[src/rtl/start_pulse_ctrl_pkg.sv]
`default_nettype none
// ============================================================================
// Module      : start_pulse_ctrl_pkg
// Description : Shared definitions for the start-pulse controller. It holds
//               the channel state encoding, the per-channel mode codes and
//               a helper that reports whether a mode is allowed to fire.
// Revision    : 1.0 - initial release
// ============================================================================
package start_pulse_ctrl_pkg;

    typedef enum logic [1:0] {
        IDLE      = 2'd0,
        PULSE     = 2'd1,
        WAIT_DONE = 2'd2,
        SPENT     = 2'd3
    } ch_state_t;

    localparam logic [1:0] MODE_ONESHOT   = 2'b00;
    localparam logic [1:0] MODE_EDGE      = 2'b01;
    localparam logic [1:0] MODE_HANDSHAKE = 2'b10;
    localparam logic [1:0] MODE_DISABLED  = 2'b11;

    // A channel may only fire or report itself armed when it is not disabled.
    function automatic logic mode_can_fire(input logic [1:0] mode);
        return (mode != MODE_DISABLED);
    endfunction

endpackage
`default_nettype wire

[src/rtl/start_pulse_ctrl_if.sv]
`default_nettype none
// ============================================================================
// Module      : start_pulse_ctrl_if
// Description : Bundle between the control register file (master) and the
//               start-pulse controller (slave).
//               start/done/rearm : per-channel request, completion, re-arm
//               mode             : 2 bits per channel, ch i = mode[2i+1:2i]
//               start_out/busy/armed/overrun : per-channel status
// Revision    : 1.0 - initial release
// ============================================================================
interface start_pulse_ctrl_if #(
    parameter int NUM_CH = 4
);
    logic [NUM_CH-1:0]   start;
    logic [NUM_CH-1:0]   done;
    logic [NUM_CH-1:0]   rearm;
    logic [2*NUM_CH-1:0] mode;
    logic [NUM_CH-1:0]   start_out;
    logic [NUM_CH-1:0]   busy;
    logic [NUM_CH-1:0]   armed;
    logic [NUM_CH-1:0]   overrun;

    modport master (
        output start, done, rearm, mode,
        input  start_out, busy, armed, overrun
    );

    modport slave (
        input  start, done, rearm, mode,
        output start_out, busy, armed, overrun
    );
endinterface
`default_nettype wire

[src/rtl/start_pulse_ctrl_ch.sv]
`default_nettype none
// ============================================================================
// Module      : start_pulse_ch
// Description : One start-pulse channel: rising-edge detect, IDLE/PULSE/
//               WAIT_DONE/SPENT state machine, pulse-width counter, done
//               latch and sticky overrun flag.
//   clk, rst_n  : clock, synchronous active-low reset
//   i_start     : raw start level        i_done  : engine completion
//   i_rearm     : leave SPENT, clear overrun
//   i_mode      : live channel mode (latched when the channel fires)
//   o_start_out : registered start pulse, PULSE_W cycles per fire
//   o_busy      : registered, channel in PULSE or WAIT_DONE
//   o_armed     : combinational, IDLE and live mode not disabled
//   o_overrun   : registered sticky overrun flag
// Revision    : 1.0 - initial release
// ============================================================================
module start_pulse_ch
    import start_pulse_ctrl_pkg::*;
#(
    parameter int PULSE_W = 1
) (
    input  wire logic       clk,
    input  wire logic       rst_n,
    input  wire logic       i_start,
    input  wire logic       i_done,
    input  wire logic       i_rearm,
    input  wire logic [1:0] i_mode,
    output logic            o_start_out,
    output logic            o_busy,
    output logic            o_armed,
    output logic            o_overrun
);

    localparam int CNT_W = $clog2(PULSE_W + 1);
    localparam logic [CNT_W-1:0] c_CNT_LOAD = CNT_W'(PULSE_W - 1);

    ch_state_t        r_state;
    logic             r_start_q;
    logic [1:0]       r_mode_q;
    logic [CNT_W-1:0] r_cnt;
    logic             r_done_seen;
    logic             r_overrun;
    logic             r_start_out;
    logic             r_busy;

    logic w_rise;
    logic w_fire;
    logic w_ovr_set;

    assign w_rise    = i_start & ~r_start_q;
    assign w_fire    = w_rise & mode_can_fire(i_mode);
    assign w_ovr_set = w_rise & ((r_state == PULSE) || (r_state == WAIT_DONE));

    always_ff @(posedge clk) begin
        if (!rst_n) begin
            r_state     <= IDLE;
            r_start_q   <= 1'b0;
            r_mode_q    <= 2'b00;
            r_cnt       <= '0;
            r_done_seen <= 1'b0;
            r_overrun   <= 1'b0;
            r_start_out <= 1'b0;
            r_busy      <= 1'b0;
        end else begin
            r_start_q <= i_start;

            // Outputs follow the state one cycle later, giving the
            // rise -> pulse latency of two edges and exactly PULSE_W cycles.
            r_start_out <= (r_state == PULSE);
            r_busy      <= (r_state == PULSE) || (r_state == WAIT_DONE);

            // A new overrun event takes priority over a simultaneous rearm.
            if (w_ovr_set) begin
                r_overrun <= 1'b1;
            end else if (i_rearm) begin
                r_overrun <= 1'b0;
            end

            case (r_state)
                IDLE: begin
                    if (w_fire) begin
                        r_state     <= PULSE;
                        r_mode_q    <= i_mode;
                        r_cnt       <= c_CNT_LOAD;
                        r_done_seen <= 1'b0;
                    end
                end
                PULSE: begin
                    if (i_done) begin
                        r_done_seen <= 1'b1;
                    end
                    if (r_cnt != '0) begin
                        r_cnt <= r_cnt - CNT_W'(1);
                    end else begin
                        case (r_mode_q)
                            MODE_ONESHOT: r_state <= SPENT;
                            MODE_HANDSHAKE: begin
                                // done in the final pulse cycle counts as seen.
                                if (r_done_seen || i_done) begin
                                    r_state     <= IDLE;
                                    r_done_seen <= 1'b0;
                                end else begin
                                    r_state <= WAIT_DONE;
                                end
                            end
                            default: r_state <= IDLE;
                        endcase
                    end
                end
                WAIT_DONE: begin
                    if (i_done) begin
                        r_state     <= IDLE;
                        r_done_seen <= 1'b0;
                    end
                end
                SPENT: begin
                    // Rearm together with a rising edge fires immediately so
                    // the edge is not lost.
                    if (i_rearm) begin
                        if (w_fire) begin
                            r_state     <= PULSE;
                            r_mode_q    <= i_mode;
                            r_cnt       <= c_CNT_LOAD;
                            r_done_seen <= 1'b0;
                        end else begin
                            r_state <= IDLE;
                        end
                    end
                end
                default: r_state <= IDLE;
            endcase
        end
    end

    assign o_start_out = r_start_out;
    assign o_busy      = r_busy;
    assign o_overrun   = r_overrun;
    assign o_armed     = (r_state == IDLE) && mode_can_fire(i_mode);

endmodule
`default_nettype wire

[src/rtl/start_pulse_ctrl.sv]
`default_nettype none
// ============================================================================
// Module      : start_pulse_ctrl
// Description : Multi-channel start-pulse generator for the matmul datapath.
//               NUM_CH independent start_pulse_ch instances; this level only
//               slices the bundled buses per channel.
//   clk   : clock, all logic on posedge
//   rst_n : synchronous active-low reset
//   bus   : start_pulse_ctrl_if slave (start, done, rearm, mode in;
//           start_out, busy, armed, overrun out)
// Revision    : 1.0 - initial release
// ============================================================================
module start_pulse_ctrl
    import start_pulse_ctrl_pkg::*;
#(
    parameter int NUM_CH  = 4,
    parameter int PULSE_W = 1
) (
    input wire logic           clk,
    input wire logic           rst_n,
    start_pulse_ctrl_if.slave  bus
);

    wire [NUM_CH-1:0] w_start_out;
    wire [NUM_CH-1:0] w_busy;
    wire [NUM_CH-1:0] w_armed;
    wire [NUM_CH-1:0] w_overrun;

    for (genvar gi = 0; gi < NUM_CH; gi++) begin : g_ch
        start_pulse_ch #(
            .PULSE_W (PULSE_W)
        ) u_ch (
            .clk         (clk),
            .rst_n       (rst_n),
            .i_start     (bus.start[gi]),
            .i_done      (bus.done[gi]),
            .i_rearm     (bus.rearm[gi]),
            .i_mode      (bus.mode[2*gi +: 2]),
            .o_start_out (w_start_out[gi]),
            .o_busy      (w_busy[gi]),
            .o_armed     (w_armed[gi]),
            .o_overrun   (w_overrun[gi])
        );
    end

    assign bus.start_out = w_start_out;
    assign bus.busy      = w_busy;
    assign bus.armed     = w_armed;
    assign bus.overrun   = w_overrun;

endmodule
`default_nettype wire

[src/flat_wrapper.sv]
// flat-port wrapper written by rule: the top's interface ports become plain ports
module start_pulse_ctrl_flat import start_pulse_ctrl_pkg::*;
#(
    parameter int NUM_CH  = 4,
    parameter int PULSE_W = 1
)
  (clk, rst_n, bus_start, bus_done, bus_rearm, bus_mode, bus_start_out, bus_busy, bus_armed, bus_overrun);
  start_pulse_ctrl_if #(.NUM_CH(NUM_CH)) bus_i ();
  input wire logic clk;
  input wire logic rst_n;
  input wire logic [$bits(bus_i.start)-1:0] bus_start;
  input wire logic [$bits(bus_i.done)-1:0] bus_done;
  input wire logic [$bits(bus_i.rearm)-1:0] bus_rearm;
  input wire logic [$bits(bus_i.mode)-1:0] bus_mode;
  output wire logic [$bits(bus_i.start_out)-1:0] bus_start_out;
  output wire logic [$bits(bus_i.busy)-1:0] bus_busy;
  output wire logic [$bits(bus_i.armed)-1:0] bus_armed;
  output wire logic [$bits(bus_i.overrun)-1:0] bus_overrun;
  assign bus_i.start = bus_start;
  assign bus_i.done = bus_done;
  assign bus_i.rearm = bus_rearm;
  assign bus_i.mode = bus_mode;
  assign bus_start_out = bus_i.start_out;
  assign bus_busy = bus_i.busy;
  assign bus_armed = bus_i.armed;
  assign bus_overrun = bus_i.overrun;
  start_pulse_ctrl #(.NUM_CH(NUM_CH), .PULSE_W(PULSE_W)) u_core (.clk(clk), .rst_n(rst_n), .bus(bus_i));
endmodule
[config.mk]
export PLATFORM = sky130hd
export DESIGN_NAME = start_pulse_ctrl_flat
export DESIGN_NICKNAME = d
export VERILOG_FILES = /design/src/rtl/start_pulse_ctrl_pkg.sv /design/src/rtl/start_pulse_ctrl_if.sv /design/src/rtl/start_pulse_ctrl_ch.sv /design/src/rtl/start_pulse_ctrl.sv /design/src/flat_wrapper.sv
export SDC_FILE = /design/constraint.sdc
export NUM_CORES = 1
export LEC_CHECK = 0
export ABC_AREA = 1
export CORE_MARGIN = 2
export CORE_UTILIZATION = 52
export DETAILED_ROUTE_END_ITERATION = 8
export PLACE_DENSITY = 0.9
export SLEW_MARGIN = 20
export SYNTH_ARGS = -nofsm -noshare
export SYNTH_HDL_FRONTEND = slang
export SYNTH_HIERARCHICAL = 1
export SYNTH_SLANG_ARGS = --single-unit
[constraint.sdc]
create_clock -name clk -period 1.3 [get_ports clk]
set_input_delay 0.13 -clock clk [delete_from_list [all_inputs] [get_ports clk]]
set_output_delay 0.13 -clock clk [all_outputs]
set_load 0.01 [all_outputs]
* Yosys cells after proc, flatten, opt, wreduce, memory -nomap -nowiden
Cells that the tools add are included.
Word-level totals: bits in registers 40, word-level logic and storage cells 236
Operators by class: add/subtract/negate cells 4, eq/ne operators 36, muxes and demuxes 100, bitwise operators 16, reduce and logical (&&, ||, !) cells 48
Operators with widths (number):
- 2-bit two-way mux | 28
- 1-bit two-way mux | 52
- 2-bit inequality test (second input constant) | 20
- 2-bit case mux with 2 select lines | 8
- 2-bit case mux with 4 select lines | 4
- 2-bit equality test (second input constant) | 12
- 2-bit AND reduction | 12
- 2-bit zero test | 8
- 1-bit case mux with 4 select lines | 4
- 4-bit AND reduction | 4
- 2-bit nonzero test | 8
- 1-bit AND | 12
- 1-bit case mux with 3 select lines | 4
- 3-bit nonzero test | 4
- 2-bit by 1-bit equality test with 1-bit output (second input constant) | 4
- 1-bit logical OR | 8
- 1-bit logical AND | 4
- 1-bit NOT | 4
- 1-bit subtractor (second input constant) | 4

* Logic depth before layout (Yosys ltp)
Gate-level depths: netlist of run 1.
word-level depth 6, gate-level depth with buffers 9

* By module
Netlist of run 1, hierarchy kept.
Modules (own cells, without submodules):
- start_pulse_ch | times used 4, cells each 77, area an instance 526.8 µm²

* Worst setup path before layout of run 1
OpenSTA, ideal clock, no wires.
path kind flip-flop to flip-flop, start register u_core.g_ch[0].u_ch.r_state[0], end register u_core.g_ch[0].u_ch.r_mode_q[0], library setup time 0.064 ns, arrival 1.041 ns, data required time 1.236 ns, slack 0.195 ns, cell stages (with the launch flop) 8, path buffers 0, period minus slack after synthesis 1.105 ns, cells stage by stage dfxtp_1 inv_1 ha_1 nor2_1 nor2_1 nand3b_1 nand2_1 nor2_1
Between the ends: cells in the longest elaborated chain, start to end 3, elaborated cells on any way between the ends 6, classes of those cells 2 x eq/ne; 1 x mux; 3 x reduce/logical
Ends and longest elaborated chain:
- start: declaration | line start_pulse_ctrl_ch.sv:37 | ch_state_t r_state;
- start signal: assignment | line start_pulse_ctrl_ch.sv:56 | r_state <= IDLE;
- start signal: assignment | line start_pulse_ctrl_ch.sv:82 | r_state <= PULSE;
- start signal: assignment | line start_pulse_ctrl_ch.sv:96 | MODE_ONESHOT: r_state <= SPENT;
- 2-bit equality test / 2-bit zero test (equally long branches) | line start_pulse_ctrl_ch.sv:79 | case (r_state)
- 2-bit inequality test (no source line) / 2-bit nonzero test (equally long branches)
- 2-bit AND reduction (no source line)
- end signal: assignment | line start_pulse_ctrl_ch.sv:83 | r_mode_q <= i_mode;
- end signal: assignment | line start_pulse_ctrl_ch.sv:122 | r_mode_q <= i_mode;
- end: declaration | line start_pulse_ctrl_ch.sv:39 | logic [1:0] r_mode_q;
Several ways; a longest one is shown, not always the timed one. A chain may end at the register's enable or synchronous reset.

* Worst setup path in the final report of run 1
start register u_core.g_ch[1].u_ch.r_busy, end output port bus_busy[1]
RTL lines:
- start: declaration | line start_pulse_ctrl_ch.sv:44 | logic r_busy;
- start signal: assignment | line start_pulse_ctrl_ch.sv:70 | r_busy <= (r_state == PULSE) || (r_state == WAIT_DONE);
- end: declaration | line flat_wrapper.sv:16 | output wire logic [$bits(bus_i.busy)-1:0] bus_busy;
No word-level cell between the ends.

==> summary.txt, run 1 <==
STA
  • Slew Viols, Final: 0
  • Endpoints failing setup: 0
  • Setup total negative slack: 0 ns
  • Hold Vio Cnt, Final: 0
  • Clk_skew: 0.00651 ns
  • Minimum clock period: between 1 and 1.5 ns
  • F_max: slightly below 800 MHz
  • Tcrit/Tclk final: between 90% and 100%
  • Final WS setup: roughly 0.033 ns
  • Worst Tran Pin Value: approximately 0.16 ns
  • Hold WS: ~0.47 ns
  • Slew HR: roughly nine tenths

Synthesis
  • Multiplexer share of the synthesized area: 0%
  • Post-synth EDFFs: 0
  • Synth warn: 6
  • Most frequent cells after synthesis: nand2_1 (88), nor2_1 (56), inv_1 (52)
  • Synth Area in XOR/XNOR: 0%
  • Post-synthesis async set-or-reset flop share: 0%
  • Main synth FF type: dfxtp_1
  • Ranking of synthesized cells by area: dfxtp_1 (34%), nand2_1 (16%), ha_1 (12%)
  • Post-Syn Area: 2110 um^2
  • Synth Area per Inst: 6.84 um^2
  • Most frequent cell after synthesis: nand2_1
  • Syn Inst Count: 308
  • Simple-gate share of the synthesized area: about 37%
  • Net Count, Synth: 350
  • Largest family of logic cells by synthesized area: simple AND/OR/NAND/NOR gates
  • Yosys reg bits: 36
  • Proportion of netlist area held by the largest area contributor: 34.2%
  • Post-synthesis compound-gate area fraction: 5.23%
  • Seq/Total Area, Yosys: around 34%
  • Synth Area in Adders: between 10% and 20%
  • Area leader, netlist: dfxtp_1
  • Distinct cell type count after synthesis: 15

Layout
  • Layout Cells excl Fill: roughly 430
  • Fin area: ~3000 um^2
  • Fin util: between 70 and 80%
  • Layout cell share with drive strength beyond 1: around a third
  • Ant. Diodes: 0
  • # nets final: between 400 and 500
  • Fill cells: between 200 and 300
  • Area grow syn2layout: 43.6%

Critical path
  • Crit. Startpoint: u_core/g_ch[1].u_ch/o_busy
  • CP max stage cell: clkdlybuf4s50_1
  • Crit path launch type: flop
  • Worst path top cell family by delay: buffers and inverters
  • Crit path arrival time: 1.14 ns
  • CP bufs+invs: 1
  • R2r setup slk: about 0.04 ns
  • R2r endpoint: u_core/g_ch[0].u_ch/r_state[1]
  • CP cell instances: clkdlybuf4s50_1
  • CP Capture Type: output port
  • Worst Path Required: approximately 1.2 ns
  • Critical path fanouts, max: 1
  • CP peak stage delay: ~0.53 ns
  • CP Class: reg2out
  • Number of cells on the worst reg-to-reg path: 9
  • Critical R2R Launch: u_core/g_ch[0].u_ch/r_state[0]

Routing
  • DRT Pass-1 Iters: 4
  • WL per Instance: 10.7 um
  • Iteration-0 DRC count of the detailed router: 104
  • Total Wirelength: 4620 um
  • Antenna Nets Post-Route: 0
  • Avg Vias per Cell: 4.69
  • Vias post-DR: between 2000 and 2500
  • DRC Markers: 0

Min path
  • Hold Path Origin: bus_rearm[2]
  • End of the worst hold path: u_core/g_ch[2].u_ch/o_overrun
  • Worst hold path cell count: 4
  • Worst hold-check path type: in2reg

CTS
  • Clk slew on worst S/H paths: 0.07 ns
  • Clk_lat worst skew: a little under 0.3 ns
  • CTS tree: yes
  • CTS buffer count: 5
  • Number of H-tree levels: 2
  • Clock Tree Buf Depth: 2
  • Sink Count: 36
  • CTS root buffer: clkbuf_8

Power and ir drop
  • Total Power: 6.29 mW
  • Net Switching: roughly 2.6 mW
  • Static leakage: approximately 1.6 nW
  • Share of total power in the clock network: 13.2%
  • Int Power: 3.73 mW
  • Sw frac: 40.8%
  • Peak VDD IR: 1.41 mV
  • Comb pwr share: roughly three fifths
  • PwrDens: 2080 nW/um^2
  • Flop pwr share: ~27%

Floorplanning
  • Initial Utilization: between 50% and 60%
  • FP Rows: 23
  • I/O pin cnt: 38
  • CORE AREA: 3940 um^2
  • Die area: ~4600 um^2
  • Height of the die: between 60 and 70 um
  • Die X: 67.7 um

Placed design
  • Post-place instance area: about 2700 um^2
  • Placed Cells: roughly 420
  • GPL Wtd Cong: a little under 0.8
  • Post-DP HPWL: ~3300 um
  • Port buffer count: 37
  • Dpl ws: -0.170 ns

GRT
  • Pin count of the biggest net entering global routing: 37
  • Initial antenna violation count: 0
  • First-pass GRT wire length: between 7000 and 8000 um
  • Vias in the first global route: 1789
  • Remaining global-route overflow: 0
  • Tot GR Track Use: a little over 20%

Outcome
  • Status: finished clean

Job
  • Max-cap viol count: 0
[power groups by stage]
stage	clock network [mW]	registers, mW	logic [mW]
after floorplan	0	1.75	1.89
after global placement	0	1.67	3.15
after detailed placement	0	1.68	3.28
after CTS	0.859	1.67	3.29
after global routing	0.901	1.75	4.19
final	0.831	1.71	3.75
[state kept, by name, summed over array words and instances (netlist names)]
| signal | flops |
|---|---|
| u_core/g_ch.u_ch/o_busy | 4 |
| u_core/g_ch.u_ch/o_overrun | 4 |
| u_core/g_ch.u_ch/o_start_out | 4 |
| u_core/g_ch.u_ch/r_done_seen | 4 |
| u_core/g_ch.u_ch/r_mode_q | 8 |
| u_core/g_ch.u_ch/r_start_q | 4 |
| u_core/g_ch.u_ch/r_state | 8 |
[logic make-up after synthesis]
group           count (synthesis)
flops                          36
compound gates                 20
simple gates                  176
buf+inv                        56
fa+ha+maj                      20
[worst max-delay path by stage]
| stage | cells past startpoint | slack (ns) | endpoint |
|---|---|---|---|
| after floorplan | 7 | 0.19 | u_core/g_ch[0].u_ch/r_mode_q[0] |
| after global placement | 4 | -0.12 | bus_armed[0] |
| after detailed placement | 3 | -0.17 | bus_armed[2] |
| after CTS | 1 | 0.001 | bus_overrun[1] |
| after global routing | 9 | -0.04 | u_core/g_ch[0].u_ch/r_state[1] |
| final | 1 | 0.03 | bus_busy[1] |
[tightest hold or removal path, stage by stage]
cell             delay, ns
clkdlybuf4s50_1       0.39
inv_1                 0.07
nand3_1               0.06
o21ai_0               0.06
[layout by cell type, fill, tap and decap left out, types with 11 or more instances in the layout]
cell	count
clkdlybuf4s50_1	28
inv_2	12
nand2_2	13
dfxtp_1	28
inv_1	40
a21oi_1	11
nand2_1	80
buf_4	32
nor2_1	46
[cell type report]
cell class	count	area [um^2]	area share (%)
multi-input cells	216	1320	43.4
flip-flops and latches	36	731	24.1
repair buffers	71	631	20.8
inverters	52	195	6.45
clock buffers	6	82.6	2.73
well taps	50	62.6	2.07
clock inverters	2	10.0	0.331
[timing repair]
item / CTS / global route
setup buffers: 1 / 0
hold buffers: 0 / 0
endpoints found under the setup margin: 7 / 28
pin swaps: 1 / 13
resized for setup: 32 / 64
[routing by layer]
metal / track usage (%) / vias up / share of wire [%]
li1: - / 1075 / -
met1: 22.7 / 910 / 44
met2: 37.1 / 40 / 51
met3: 4.00 / 5 / 4.3
met4: 7.91 / 0 / 1.2
met5: 0 / - / 0
No activity file was read; power rests on OpenSTA's default activity.
==> run 2, diff against run 1 <==
- GPL_TIMING_DRIVEN: not set -> 0
==> run 2 against run 1 <==
Via count barely moved. Flip-flop and latch count unchanged. Worst hold slack worse by 0.38 ns. Critical path type unchanged. Critical endpoint is now bus_armed[2]. Largest cell class unchanged. Highest routed layer unchanged.
==> summary.txt, run 2 (same netlist as run 1, synthesis figures left out) <==
Outcome
  • Status: finished clean

Routing
  • DRC Markers: 0 (unchanged)
  • Iteration-0 DRC count of the detailed router: 98 (-5.8%)
  • DRT Pass-1 Iters: 4 (unchanged)
  • Vias post-DR: 2032 (+0.099%)
  • Antenna Nets Post-Route: 0 (unchanged)
  • WL per Instance: 11.7 um (+10%)
  • Total Wirelength: 4880 um (+5.7%)
  • Avg Vias per Cell: 4.88 (+4.2%)

GRT
  • GRT busiest layer: met2
  • First-pass GRT wire length: 7630 um (+7.9%)
  • Pin count of the biggest net entering global routing: 11 (-70%)
  • Remaining global-route overflow: 0 (unchanged)
  • Tot GR Track Use: 22.1% (+1.9 points)
  • Vias in the first global route: 1929 (+7.8%)
  • GR Layer Usage met1: 22.5% (-0.19 points)
  • Initial antenna violation count: 0 (unchanged)
  • Met3 Use GR: 6.33% (+2.3 points)
  • GR Util met2: 40.7% (+3.6 points)

Power and ir drop
  • Peak VDD IR: 1.28 mV (-9.0%)
  • PwrDens: 2170 nW/um^2 (+4.3%)
  • Total Power: 6.36 mW (+1.0%)
  • Static leakage: 1.53 nW (-5.1%)

CTS
  • Number of H-tree levels: 2 (unchanged)
  • CTS buffer count: 5 (unchanged)
  • CTS root buffer: clkbuf_8
  • Cts hold-fix bufs: 0 (unchanged)
  • CTS tree: yes
  • Clock Tree Buf Depth: 2 (unchanged)
  • Clk_lat worst skew: 0.29 ns (about the same)
  • Sink Count: 36 (unchanged)
  • Clk slew on worst S/H paths: 0.08 ns (about the same)

Critical path
  • Critical R2R Launch: u_core/g_ch[2].u_ch/r_state[1]
  • CP Class: reg2out
  • Number of cells on the worst reg-to-reg path: 8 (-1)
  • CP Capture Type: output port
  • Critical path fanouts, max: 3 (+2)
  • R2r endpoint: u_core/g_ch[2].u_ch/r_state[0]
  • Crit path launch type: flop
  • R2r setup slk: 0.006 ns (-0.03 ns)
  • Worst Path Required: 1.17 ns (about the same)
  • Crit path arrival time: 1.16 ns (+0.02 ns)

Job
  • Max-cap viol count: 0 (unchanged)

Layout
  • Fill cells: 288 (+0.70%)
  • Multi-input gate area: 1320 um^2 (unchanged)
  • # nets final: 407 (-4.0%)
  • Layout cell share with drive strength beyond 1: 24.6% (-7.0 points)
  • Register Area: 743 um^2 (+1.7%)
  • Most common cell after layout, fill and taps aside: nand2_1
  • Layout Cells excl Fill: 416 (-3.9%)
  • Regs by FF count: u_core/g_ch.u_ch/r_mode_q x8, u_core/g_ch.u_ch/r_state x8
  • Area grow syn2layout: 39.1%
  • Most frequent cells in the layout: nand2_1 (79), nor2_1 (52), inv_1 (42), dfxtp_1 (28), clkdlybuf4s50_1 (26)
  • Ant. Diodes: 0 (unchanged)
  • Fin area: 2930 um^2 (-3.2%)

STA
  • Endpoints failing setup: 0 (unchanged)
  • Unrepaired setup endpoints after global routing: true
  • Setup total negative slack: 0 ns (unchanged)
  • Worst Tran Pin Value: 0.229 ns (+0.0648 ns)
  • Slew HR: 84.7% (-4.3 points)
  • Clk_skew: 0.00532 ns (-0.00119 ns)
  • Tcrit/Tclk final: 99.6% (+2.1 points)
  • Minimum clock period: 1.29 ns (+0.0272 ns)
  • Hold Vio Cnt, Final: 0 (unchanged)
  • Slew Viols, Final: 0 (unchanged)
  • F_max: 773 MHz (-2.1%)

Floorplanning
  • Die area: 4580 um^2 (unchanged)
  • I/O pin cnt: 38 (unchanged)
  • Initial Utilization: 53.4% (unchanged)
  • Die X: 67.7 um (unchanged)
  • FP Rows: 23 (unchanged)
  • CORE AREA: 3940 um^2 (unchanged)
  • Height of the die: 67.7 um (unchanged)

Min path
  • Hold Path Origin: rst_n
  • End of the worst hold path: u_core/g_ch[1].u_ch/r_start_q
  • Worst hold path cell count: 3 (-1)
  • Worst hold-check path type: in2reg

Placed design
  • Post-place instance area: 2530 um^2 (-7.8%)
  • GPL Wtd Cong: 0.832 (+5.1%)
  • Post-DP HPWL: 3140 um (-3.7%)
  • Port buffer count: 36 (-2.7%)
  • Placed Cells: 394 (-7.1%)
-- run 2: how the worst max path moves through the flow --
stage                                         startpoint                         endpoint  depth (start not counted)
after CTS                 u_core/g_ch[0].u_ch/r_state[0]                     bus_armed[0]                          4
after global placement    u_core/g_ch[0].u_ch/r_state[1]                     bus_armed[0]                          4
after detailed placement  u_core/g_ch[1].u_ch/r_state[0]                     bus_armed[1]                          4
after floorplan           u_core/g_ch[0].u_ch/r_state[0]  u_core/g_ch[0].u_ch/r_mode_q[0]                          7
after global routing      u_core/g_ch[1].u_ch/r_state[0]  u_core/g_ch[1].u_ch/r_mode_q[1]                          7
final                     u_core/g_ch[2].u_ch/r_state[0]                     bus_armed[2]                          4
-- run 2: worst max-delay path, stage by stage, from the launching register on --
cell      delay (ns)
dfxtp_4         0.39
inv_4           0.05
ha_4            0.16
a21boi_2        0.14
buf_2           0.13
-- run 2: report_power, final --
group | internal [mW] | switching, mW | leakage, nW
logic | 1.73 | 1.96 | 1.18
clock network | 0.433 | 0.412 | 0.0455
registers | 1.55 | 0.274 | 0.301
total | 3.71 | 2.65 | 1.53
-- run 2: per-layer routing --
layer  part of all wire, %  wire length [um]  up-vias
met4                   2.9               143        0
met3                   4.1               199       11
li1                      -                 -     1044
met2                    50              2460       44
met5                     0                 0        -
met1                    43              2080      933
-- run 2: metrics by stage --
step	util [%]	worst slack, ns	hold WS, ns
3_5_place_dp	64.2	-0.268	0.390
2_1_floorplan	-	0.195	0.223
5_1_grt	74.3	-0.0597	0.0826
6_report	74.3	0.00561	0.0913
4_1_cts	68.9	0.000355	0.0790
3_3_place_gp	64.2	-0.256	0.385
-- run 2: layout make-up --
| cell class | count | area share (%) |
|---|---|---|
| Inverter | 52 | 7.09 |
| Sequential cell | 36 | 25.4 |
| Clock buffer | 8 | 3.07 |
| Timing Repair Buffer | 50 | 15.6 |
| Tap cell | 50 | 2.13 |
| Multi-Input combinational cell | 216 | 44.9 |
| Buffer | 4 | 1.88 |
-- run 2: what timing repair did --
item	4_1_cts	5_1_grt
gates resized for setup	49	48
pin swaps	0	13
buffers inserted	8	6
endpoints found under the setup margin	8	13
